===== config.mk =====
export PLATFORM = sky130hd
export DESIGN_NAME = wb_stage
export DESIGN_NICKNAME = d
export VERILOG_FILES = /design/src/rtl/wb_stage_pkg.sv /design/src/rtl/wb_stage_load_ext.sv /design/src/rtl/wb_stage.sv
export SDC_FILE = /design/constraint.sdc
export NUM_CORES = 1
export LEC_CHECK = 0
export ABC_CLOCK_PERIOD_IN_PS = 2440
export CAP_MARGIN = 25
export CORE_UTILIZATION = 40
export CTS_CLUSTER_SIZE = 25
export DETAILED_ROUTE_END_ITERATION = 10
export PLACE_DENSITY = 0.85
export SETUP_SLACK_MARGIN = 0.02
export SYNTH_ARGS = -nofsm -noshare
export SYNTH_HDL_FRONTEND = slang
export SYNTH_SLANG_ARGS = --single-unit

===== constraint.sdc =====
create_clock -name clk -period 2.44 [get_ports clk]
set_clock_uncertainty 0.2 [all_clocks]
set_input_delay 0.488 -clock clk [delete_from_list [all_inputs] [get_ports clk]]
set_output_delay 0.488 -clock clk [all_outputs]
set_load 0.005 [all_outputs]

===== src/rtl/wb_stage_pkg.sv =====
// Shared codes for the writeback stage: result-select, load funct3 and FSM states.
package wb_stage_pkg;

  localparam logic [1:0] WB_SEL_ALU  = 2'b00;
  localparam logic [1:0] WB_SEL_LOAD = 2'b01;
  localparam logic [1:0] WB_SEL_PC4  = 2'b10;

  localparam logic [2:0] F3_LB  = 3'b000;
  localparam logic [2:0] F3_LH  = 3'b001;
  localparam logic [2:0] F3_LW  = 3'b010;
  localparam logic [2:0] F3_LBU = 3'b100;
  localparam logic [2:0] F3_LHU = 3'b101;

  typedef enum logic [1:0] {
    EMPTY   = 2'd0,
    WAIT_LD = 2'd1,
    COMMIT  = 2'd2
  } wb_state_e;

endpackage


===== src/rtl/wb_stage_load_ext.sv =====
// Combinational load extension: picks the addressed byte/half of an aligned
// word and sign- or zero-extends it. Reserved funct3 codes return the full word.
module load_ext
  import wb_stage_pkg::*;
#(
  parameter int XLEN = 32
) (
  input  logic [2:0]      funct3,
  input  logic [1:0]      addr_lsb,
  input  logic [XLEN-1:0] rdata,
  output logic [XLEN-1:0] ext_data
);

  logic [7:0]  sel_byte;
  logic [15:0] sel_half;

  // Lane selection; the half select ignores addr_lsb[0].
  always_comb begin
    sel_byte = rdata[7:0];
    case (addr_lsb)
      2'd0:    sel_byte = rdata[7:0];
      2'd1:    sel_byte = rdata[15:8];
      2'd2:    sel_byte = rdata[23:16];
      default: sel_byte = rdata[31:24];
    endcase
    sel_half = addr_lsb[1] ? rdata[31:16] : rdata[15:0];
  end

  // Extension by load type.
  always_comb begin
    ext_data = rdata;
    case (funct3)
      F3_LB:   ext_data = {{(XLEN-8){sel_byte[7]}}, sel_byte};
      F3_LBU:  ext_data = {{(XLEN-8){1'b0}}, sel_byte};
      F3_LH:   ext_data = {{(XLEN-16){sel_half[15]}}, sel_half};
      F3_LHU:  ext_data = {{(XLEN-16){1'b0}}, sel_half};
      default: ext_data = rdata;
    endcase
  end

endmodule


===== src/rtl/wb_stage.sv =====
// Writeback stage: single-entry holding register, waits for load data,
// drives the register-file write port plus an identical decode bypass,
// and counts retired instructions.
module wb_stage
  import wb_stage_pkg::*;
#(
  parameter int XLEN   = 32,
  parameter int REG_AW = 5,
  parameter int CNT_W  = 64
) (
  input  logic              clk,
  input  logic              rst_n,
  input  logic              i_valid,
  output logic              o_ready,
  input  logic              i_reg_wr,
  input  logic [REG_AW-1:0] i_rd,
  input  logic [1:0]        i_wb_sel,
  input  logic [XLEN-1:0]   i_alu_result,
  input  logic [XLEN-1:0]   i_pc_plus4,
  input  logic [2:0]        i_funct3,
  input  logic [1:0]        i_addr_lsb,
  input  logic              i_ld_rvalid,
  input  logic [XLEN-1:0]   i_ld_rdata,
  output logic              o_rf_wr,
  output logic [REG_AW-1:0] o_rf_rd,
  output logic [XLEN-1:0]   o_rf_wdata,
  output logic              o_fwd_valid,
  output logic [REG_AW-1:0] o_fwd_rd,
  output logic [XLEN-1:0]   o_fwd_data,
  output logic [CNT_W-1:0]  o_instret
);

  wb_state_e         state_reg, state_next;
  logic              reg_wr_reg;
  logic [REG_AW-1:0] rd_reg;
  logic [1:0]        wb_sel_reg;
  logic [2:0]        funct3_reg;
  logic [1:0]        addr_lsb_reg;
  logic [XLEN-1:0]   result_reg;
  logic [CNT_W-1:0]  instret_reg;
  logic [XLEN-1:0]   ld_ext;
  logic              accept;
  logic              ld_done;

  assign o_ready = (state_reg == EMPTY) || (state_reg == COMMIT);
  assign accept  = i_valid && o_ready;
  // rvalid only matters while a load is outstanding.
  assign ld_done = (state_reg == WAIT_LD) && i_ld_rvalid;

  load_ext #(.XLEN(XLEN)) u_load_ext (
    .funct3   (funct3_reg),
    .addr_lsb (addr_lsb_reg),
    .rdata    (i_ld_rdata),
    .ext_data (ld_ext)
  );

  // State register.
  always_ff @(posedge clk) begin
    if (!rst_n) state_reg <= EMPTY;
    else        state_reg <= state_next;
  end

  // Next state: an accept always wins, so COMMIT can refill without a bubble.
  always_comb begin
    state_next = state_reg;
    case (state_reg)
      EMPTY, COMMIT: begin
        if (accept) state_next = (i_wb_sel == WB_SEL_LOAD) ? WAIT_LD : COMMIT;
        else        state_next = EMPTY;
      end
      WAIT_LD: if (i_ld_rvalid) state_next = COMMIT;
      default: state_next = EMPTY;
    endcase
  end

  // Holding register: capture on accept, overwrite result when load data lands.
  always_ff @(posedge clk) begin
    if (!rst_n) begin
      reg_wr_reg   <= 1'b0;
      rd_reg       <= '0;
      wb_sel_reg   <= WB_SEL_ALU;
      funct3_reg   <= '0;
      addr_lsb_reg <= '0;
      result_reg   <= '0;
    end else if (accept) begin
      reg_wr_reg   <= i_reg_wr;
      rd_reg       <= i_rd;
      wb_sel_reg   <= i_wb_sel;
      funct3_reg   <= i_funct3;
      addr_lsb_reg <= i_addr_lsb;
      result_reg   <= (i_wb_sel == WB_SEL_PC4) ? i_pc_plus4 : i_alu_result;
    end else if (ld_done && (wb_sel_reg == WB_SEL_LOAD)) begin
      result_reg   <= ld_ext;
    end
  end

  // Retired-instruction counter: one per COMMIT cycle, wraps naturally.
  always_ff @(posedge clk) begin
    if (!rst_n)                  instret_reg <= '0;
    else if (state_reg == COMMIT) instret_reg <= instret_reg + CNT_W'(1);
  end

  // Write port and bypass are zeroed whenever no write happens (x0 never written).
  always_comb begin
    o_rf_wr    = (state_reg == COMMIT) && reg_wr_reg && (rd_reg != '0);
    o_rf_rd    = o_rf_wr ? rd_reg : '0;
    o_rf_wdata = o_rf_wr ? result_reg : '0;
  end

  assign o_fwd_valid = o_rf_wr;
  assign o_fwd_rd    = o_rf_rd;
  assign o_fwd_data  = o_rf_wdata;
  assign o_instret   = instret_reg;

endmodule


# ---- After elaboration in Yosys (flattened, before gate mapping)
# Cells that the tools add are included.
dict set report word_totals {
  memories 0
  register_bits 111
  wordCells 44
  ram_bits 0
  rom_bits 0
  latch_bits 0
}
dict set report classes {
  mux 12
  div_mod_pow 0
  n_reduce_logical 12
  magnitude_cmp 0
  shift 0
  bitwise_logic 0
  eq_ne 11
  add_sub_neg 1
  n_mul 0
}
# operator count
set op_table {}
lappend op_table {{$mux W32} 4}
lappend op_table {{$pmux W32 S4} 1}
lappend op_table {{$add A64 B1 Y64 const B} 1}
lappend op_table {{$pmux W8 S3} 1}
lappend op_table {{$mux W16} 1}
lappend op_table {{$eq A2 B1 Y1 const B} 4}
lappend op_table {{$eq A2 B2 Y1 const B} 3}
lappend op_table {{$eq A3 B3 Y1 const B} 2}
lappend op_table {{$mux W2} 3}
lappend op_table {{$logic_and A1 B1 Y1} 5}
lappend op_table {{$mux W5} 1}
lappend op_table {{$reduce_bool A5 Y1} 1}
lappend op_table {{$logic_not A2 Y1} 2}
lappend op_table {{$pmux W2 S2} 1}
lappend op_table {{$eq A3 B1 Y1 const B} 1}
lappend op_table {{$logic_not A3 Y1} 1}
lappend op_table {{$ne A2 B2 Y1 const B} 1}
lappend op_table {{$reduce_bool A2 Y1} 1}
lappend op_table {{$reduce_or A2 Y1} 1}
lappend op_table {{$logic_or A1 B1 Y1} 1}

# ---- Longest topological paths before layout
# Gate-level depths: netlist (run 1).
dict set report logic_depth {
  word_depth 5
  depth_mapped 8
  depth_no_buf 5
}

# ---- Hierarchy
# From an unflattened synthesis (run 1), not the netlist that was laid out.
dict set report hier_totals {
  cells_unflattened 868
  hier_area_um2 6801.5
}
# module cells_per_inst area_each_um2 n_inst
set by_module_without_submodules {}
lappend by_module_without_submodules {wb_stage 735 5831.8 1}
lappend by_module_without_submodules {load_ext 133 969.7 1}

# ---- Worst setup path after synthesis (run 1)
# Ideal clock, no wire load.
dict set report synth_timing {
  path_type {register to register}
  startpoint {reg instret_reg[26] (netlist: o_instret[26])}
  endpoint {reg instret_reg[46] (netlist: o_instret[46])}
  arrival_time_ns 2.235
  setup_time_ns 0.070
  n_path_buf 1
  t_required_ns 2.170
  setup_slack_ns -0.065
  period_less_slack_ns 2.505
  path_stages_with_launch 7
  path_cell_list {dfxtp_1 nand4_2 or4_1 or4_1 buf_2 or4_1 a21oi_1}
}
dict set report synth_between {
  elab_chain_len 1
}
# element line
set synth_lines {}
lappend synth_lines {{start: declaration} wb_stage.sv:40} ;# logic [CNT_W-1:0] instret_reg;
lappend synth_lines {{start signal: assignment} wb_stage.sv:100} ;# else if (state_reg == COMMIT) instret_reg <= instret_reg + CNT_W'(1);
lappend synth_lines {{$add A64 B1 Y64} wb_stage.sv:100}
# Every way passes these cells.
# A chain may end at the register's enable or synchronous reset.

# ---- Worst setup path in the final report (run 1)
dict set report layout_timing {
  startpoint {reg state_reg[1]}
  endpoint {out o_fwd_data[30]}
}
dict set report layout_between {
  elab_chain_len 4
}
# element line
set layout_lines {}
lappend layout_lines {{start: declaration} wb_stage.sv:33} ;# wb_state_e state_reg, state_next;
lappend layout_lines {{start signal: assignment} wb_stage.sv:60} ;# else state_reg <= state_next;
lappend layout_lines {{$eq A2 B2 Y1} wb_stage.sv:105} ;# o_rf_wr = (state_reg == COMMIT) && reg_wr_reg && (rd_reg != '0);
lappend layout_lines {{$logic_and A1 B1 Y1 (2 in series)} wb_stage.sv:105}
lappend layout_lines {{$mux W32} wb_stage.sv:107} ;# o_rf_wdata = o_rf_wr ? result_reg : '0;
lappend layout_lines {{end: declaration} wb_stage.sv:29} ;# output logic [XLEN-1:0] o_fwd_data,
# Every way passes these cells.

==> results of run 1 <==
==> critical path, stage by stage, from the launching register on <==
cell and delay, ns:
dfxtp_2 0.33, nor2b_4 0.14, nand2_1 0.08, a21oi_2 0.16
buf_12 0.19, and2_1 0.20, clkdlybuf4s50_1 0.52
==> cells by family (layout without fill, tap and decap cells) <==
kind of cell | count (synthesis) | after routing
flip-flops | 111 | 111
adder cells (fa/ha/maj) | 1 | 1
buffers and inverters | 106 | 358
XOR/XNOR | 31 | 31
multiplexers | 26 | 26
AND/OR/NAND/NOR | 348 | 348
AO/OA/AOI/OAI | 177 | 177
==> layer usage <==
| layer | GRT usage | vias to the layer above |
|---|---|---|
| met5 | 0 | - |
| met4 | 0.0896 | 0 |
| met3 | 0.0796 | 39 |
| met2 | 0.445 | 292 |
| met1 | 0.294 | 3272 |
| li1 | - | 3326 |
==> Yosys cell counts (all sizes together), types with 4 or more instances <==
cell,n,area [sq um]
nand2,121,454
dfxtp,111,2220
a21oi,70,350
nor2,51,191
and2,47,294
clkbuf,46,173
buf,43,307
o21ai,36,180
nand3,27,135
nand4,23,150
or3,20,125
xor2,18,158
inv,17,63.8
mux2i,17,170
or4,17,128
a221o,16,160
xnor2,13,114
o31ai,11,82.6
a31oi,9,56.3
and4,9,78.8
a221oi,8,70.1
a22oi,8,60.1
o221a,8,90.1
and3,7,43.8
mux2,7,78.8
nor3,7,35.0
o2111a,7,78.8
nor2b,6,37.5
nor4,4,31.3
==> final timing paths <==
path / startpoint / to / cells past startpoint
hold / removal: result_reg[26]$_SDFFE_PN0P_ / result_reg[26]$_SDFFE_PN0P_ / 2
setup / recovery: state_reg[1]$_SDFFE_PN0P_ / o_fwd_data[30] / 6
setup reg to reg: o_instret[29]$_SDFFE_PN0N_ / o_instret[40]$_SDFFE_PN0N_ / 6
hold reg to reg: result_reg[26]$_SDFFE_PN0P_ / result_reg[26]$_SDFFE_PN0P_ / 2
==> power groups by stage <==
| stage | registers, mW | logic, mW | clock network, mW |
|---|---|---|---|
| 6_report | 1.92 | 0.627 | 1.56 |
| 5_1_grt | 1.93 | 0.673 | 1.68 |
| 4_1_cts | 1.92 | 0.624 | 1.59 |
| 3_5_place_dp | 1.96 | 0.616 | 0 |
| 3_3_place_gp | 1.96 | 0.611 | 0 |
| 2_1_floorplan | 1.94 | 0.298 | 0 |
==> area by class of cell <==
| cell class | count | area (sq um) |
|---|---|---|
| Clock buffer | 10 | 239 |
| Clock inverter | 6 | 75.1 |
| Fill cell | 1281 | 5660 |
| Inverter | 17 | 63.8 |
| Multi-Input combinational cell | 583 | 3590 |
| Sequential cell | 111 | 2240 |
| Tap cell | 211 | 264 |
| Timing Repair Buffer | 325 | 3130 |
==> through the flow <==
step	hold slack [ns]	cell area, sq um	utilization
after floorplan	0.232	6300	-
after global placement	0.239	9200	0.603
after detailed placement	0.243	9200	0.603
after CTS	0.253	9530	0.625
after global routing	0.274	9600	0.629
final	0.253	9600	0.629
==> timing repair <==
item / in CTS / in global routing
pin swaps: 2 / 8
resized for setup: 19 / 29
hold buffers: 0 / 0
buffers inserted: 3 / 5
setup endpoints to repair: 78 / 89
==> qor.tcl, run 1 <==
set qor(run_status) {complete, but fails checks}
set qor(violations_in_the_final_reports) {setup timing}
set qor(comb_power_share) 0.153
set qor(leakage_nw) 3.57
set qor(nets) 1161
set qor(detail_route.vias_per_cell) 5.49
set qor(met3_wire_len_microns) 1860
set qor(max_ir_drop_vdd_uv) 426
set qor(post_syn_area_per_cell_sq_um) 7.86
set qor(finish.cell_count_without_fillers) 1263
set qor(timing.hold.worst.class) {flop to flop}
set qor(route.top_layer_used) {met4}
set qor(detailedPlacementHpwl_microns) 15800
set qor(first_global_vias) 6424
set qor(num_rows) 45
set qor(dr_total_vias) 6929
set qor(tritoncts) {built}
set qor(dp_cells) 1239
set qor(worst-endpoint-required_ns) 1.75
set qor(postRouteWirelength_microns) 21300
set qor(sequential_power_share) 0.468
set qor(die_x_microns) 127
set qor(synth_compound_area_frac) 0.185
set qor(synthesized_area_sq_mm) 0.00629
set qor(grt_max_degree) 69
set qor(max_freq_ghz) 0.373
set qor(final_period_minus_worst_setup_slack_ns) 2.68
set qor(reg2reg_slack_ns) 0.09
set qor(layout-drive-gt1-share) 0.133
set qor(globalRouteOverflowTotal) 0
set qor(synth_top_family_by_area) {simple AND/OR/NAND/NOR gates}
set qor(io_pins) 254
set qor(die_area_sq_mm) 0.0162
set qor(p_sw_mw) 1.04
set qor(clkLatencyLatePin_ns) 0.36
set qor(layout_commonest_cell) {clkdlybuf4s50_1}
set qor(ys_seq_elements) 111
set qor(totalPowerFinal_mw) 4.10
set qor(critical_path.max_fanout) 36
set qor(start_kind) {flop}
set qor(path_class) {flop to output port}
set qor(flip_flop_count_of_the_largest_register_all_copies_and_words_added) 64
set qor(port_buffers) 253
set qor(clock_sink_count) 111
set qor(rsz0062_at_grt) {yes}
set qor(total_number_of_yosys_warnings) 0
set qor(maxCapViolCount) 0
set qor(yosys.area_share.simple) 0.283
set qor(yosysSeqAreaShare) 0.354
set qor(fp.dieH_microns) 127
set qor(setup_slack_ns) -0.244
set qor(met2RoutedLength_microns) 10600
set qor(cts_made_buffers) 9
set qor(synth-async-reset-ratio) 0
set qor(slew_headroom) 0.602
set qor(postSynthNetCount) 914
set qor(cts.clk_slew.worst_paths_ns) 0.07
set qor(routedLengthMet1_microns) 8300
set qor(commonest_non_fill_non_tap_cells_in_the_layout) {235 x clkdlybuf4s50_1, 121 x nand2_1, 100 x dfxtp_1, 69 x a21oi_1, 66 x buf_4}
set qor(timing_max_transition_violations_final) 0
set qor(crit_path_end_kind) {output port}
set qor(finalSetupViolations) 52
set qor(power.clock.fraction) 0.380
set qor(drcViolationCount) 0
set qor(intPower_mw) 3.07
set qor(post-route-period-util) 1.10
set qor(routabilityCongestion) 1.00
set qor(place_ws_ns) -0.00181
set qor(power-per-cell-area_mw_per_mm2) 427
set qor(worstMarginPinSlew_ns) 0.597
set qor(effective_utilization_at_floorplan) 0.412
set qor(syn-instance-count) 800
set qor(dominantRegCellSynth) {dfxtp_1}
set qor(cts_htree_levels) 3
set qor(clock_path_buffers) 2
set qor(post_synth_adder_cell_area) 0.00199
set qor(timing.final.hold_violations) 0
set qor(edff_count_synth) 0
set qor(netlist-cell-type-count) 46
set qor(worst-endpoint-arrival_ns) 2.00
set qor(floorplan.core_area_sq_mm) 0.0153
set qor(count_of_antenna_diodes_in_the_layout) 0
set qor(tns_ns) -10.27
set qor(drtIter0Drc) 581
set qor(ant_nets) 0
set qor(detail_route.wl_per_cell_microns) 16.9
set qor(clk_root_buffer_cell) {clkbuf_16}
set qor(grt_use_total) 0.255
set qor(grt_antenna_before_repair) 0
set qor(detailedRoute.firstPassIterationCount) 8
set qor(grt_pass1_wl_microns) 32800
set qor(yosys-mux-area-fraction) 0.0468
set qor(sw_frac_of_total) 0.253
set qor(layout-area-overhead-vs-synth_pct) 52.8
set qor(synthXorXnorAreaFrac) 0.0432
(Power assumes the default switching activity.)
==> inputs of run 2 (changes only) <==
--- a/config.mk
+++ b/config.mk
@@ -8,6 +8,7 @@
 export ABC_CLOCK_PERIOD_IN_PS = 2440
 export CAP_MARGIN = 25
 export CORE_UTILIZATION = 40
+export CTS_CLUSTER_DIAMETER = 200
 export CTS_CLUSTER_SIZE = 25
 export DETAILED_ROUTE_END_ITERATION = 10
 export PLACE_DENSITY = 0.85
==> results of run 2 <==
Final layout, timing and power as in run 1 (identical DEF).
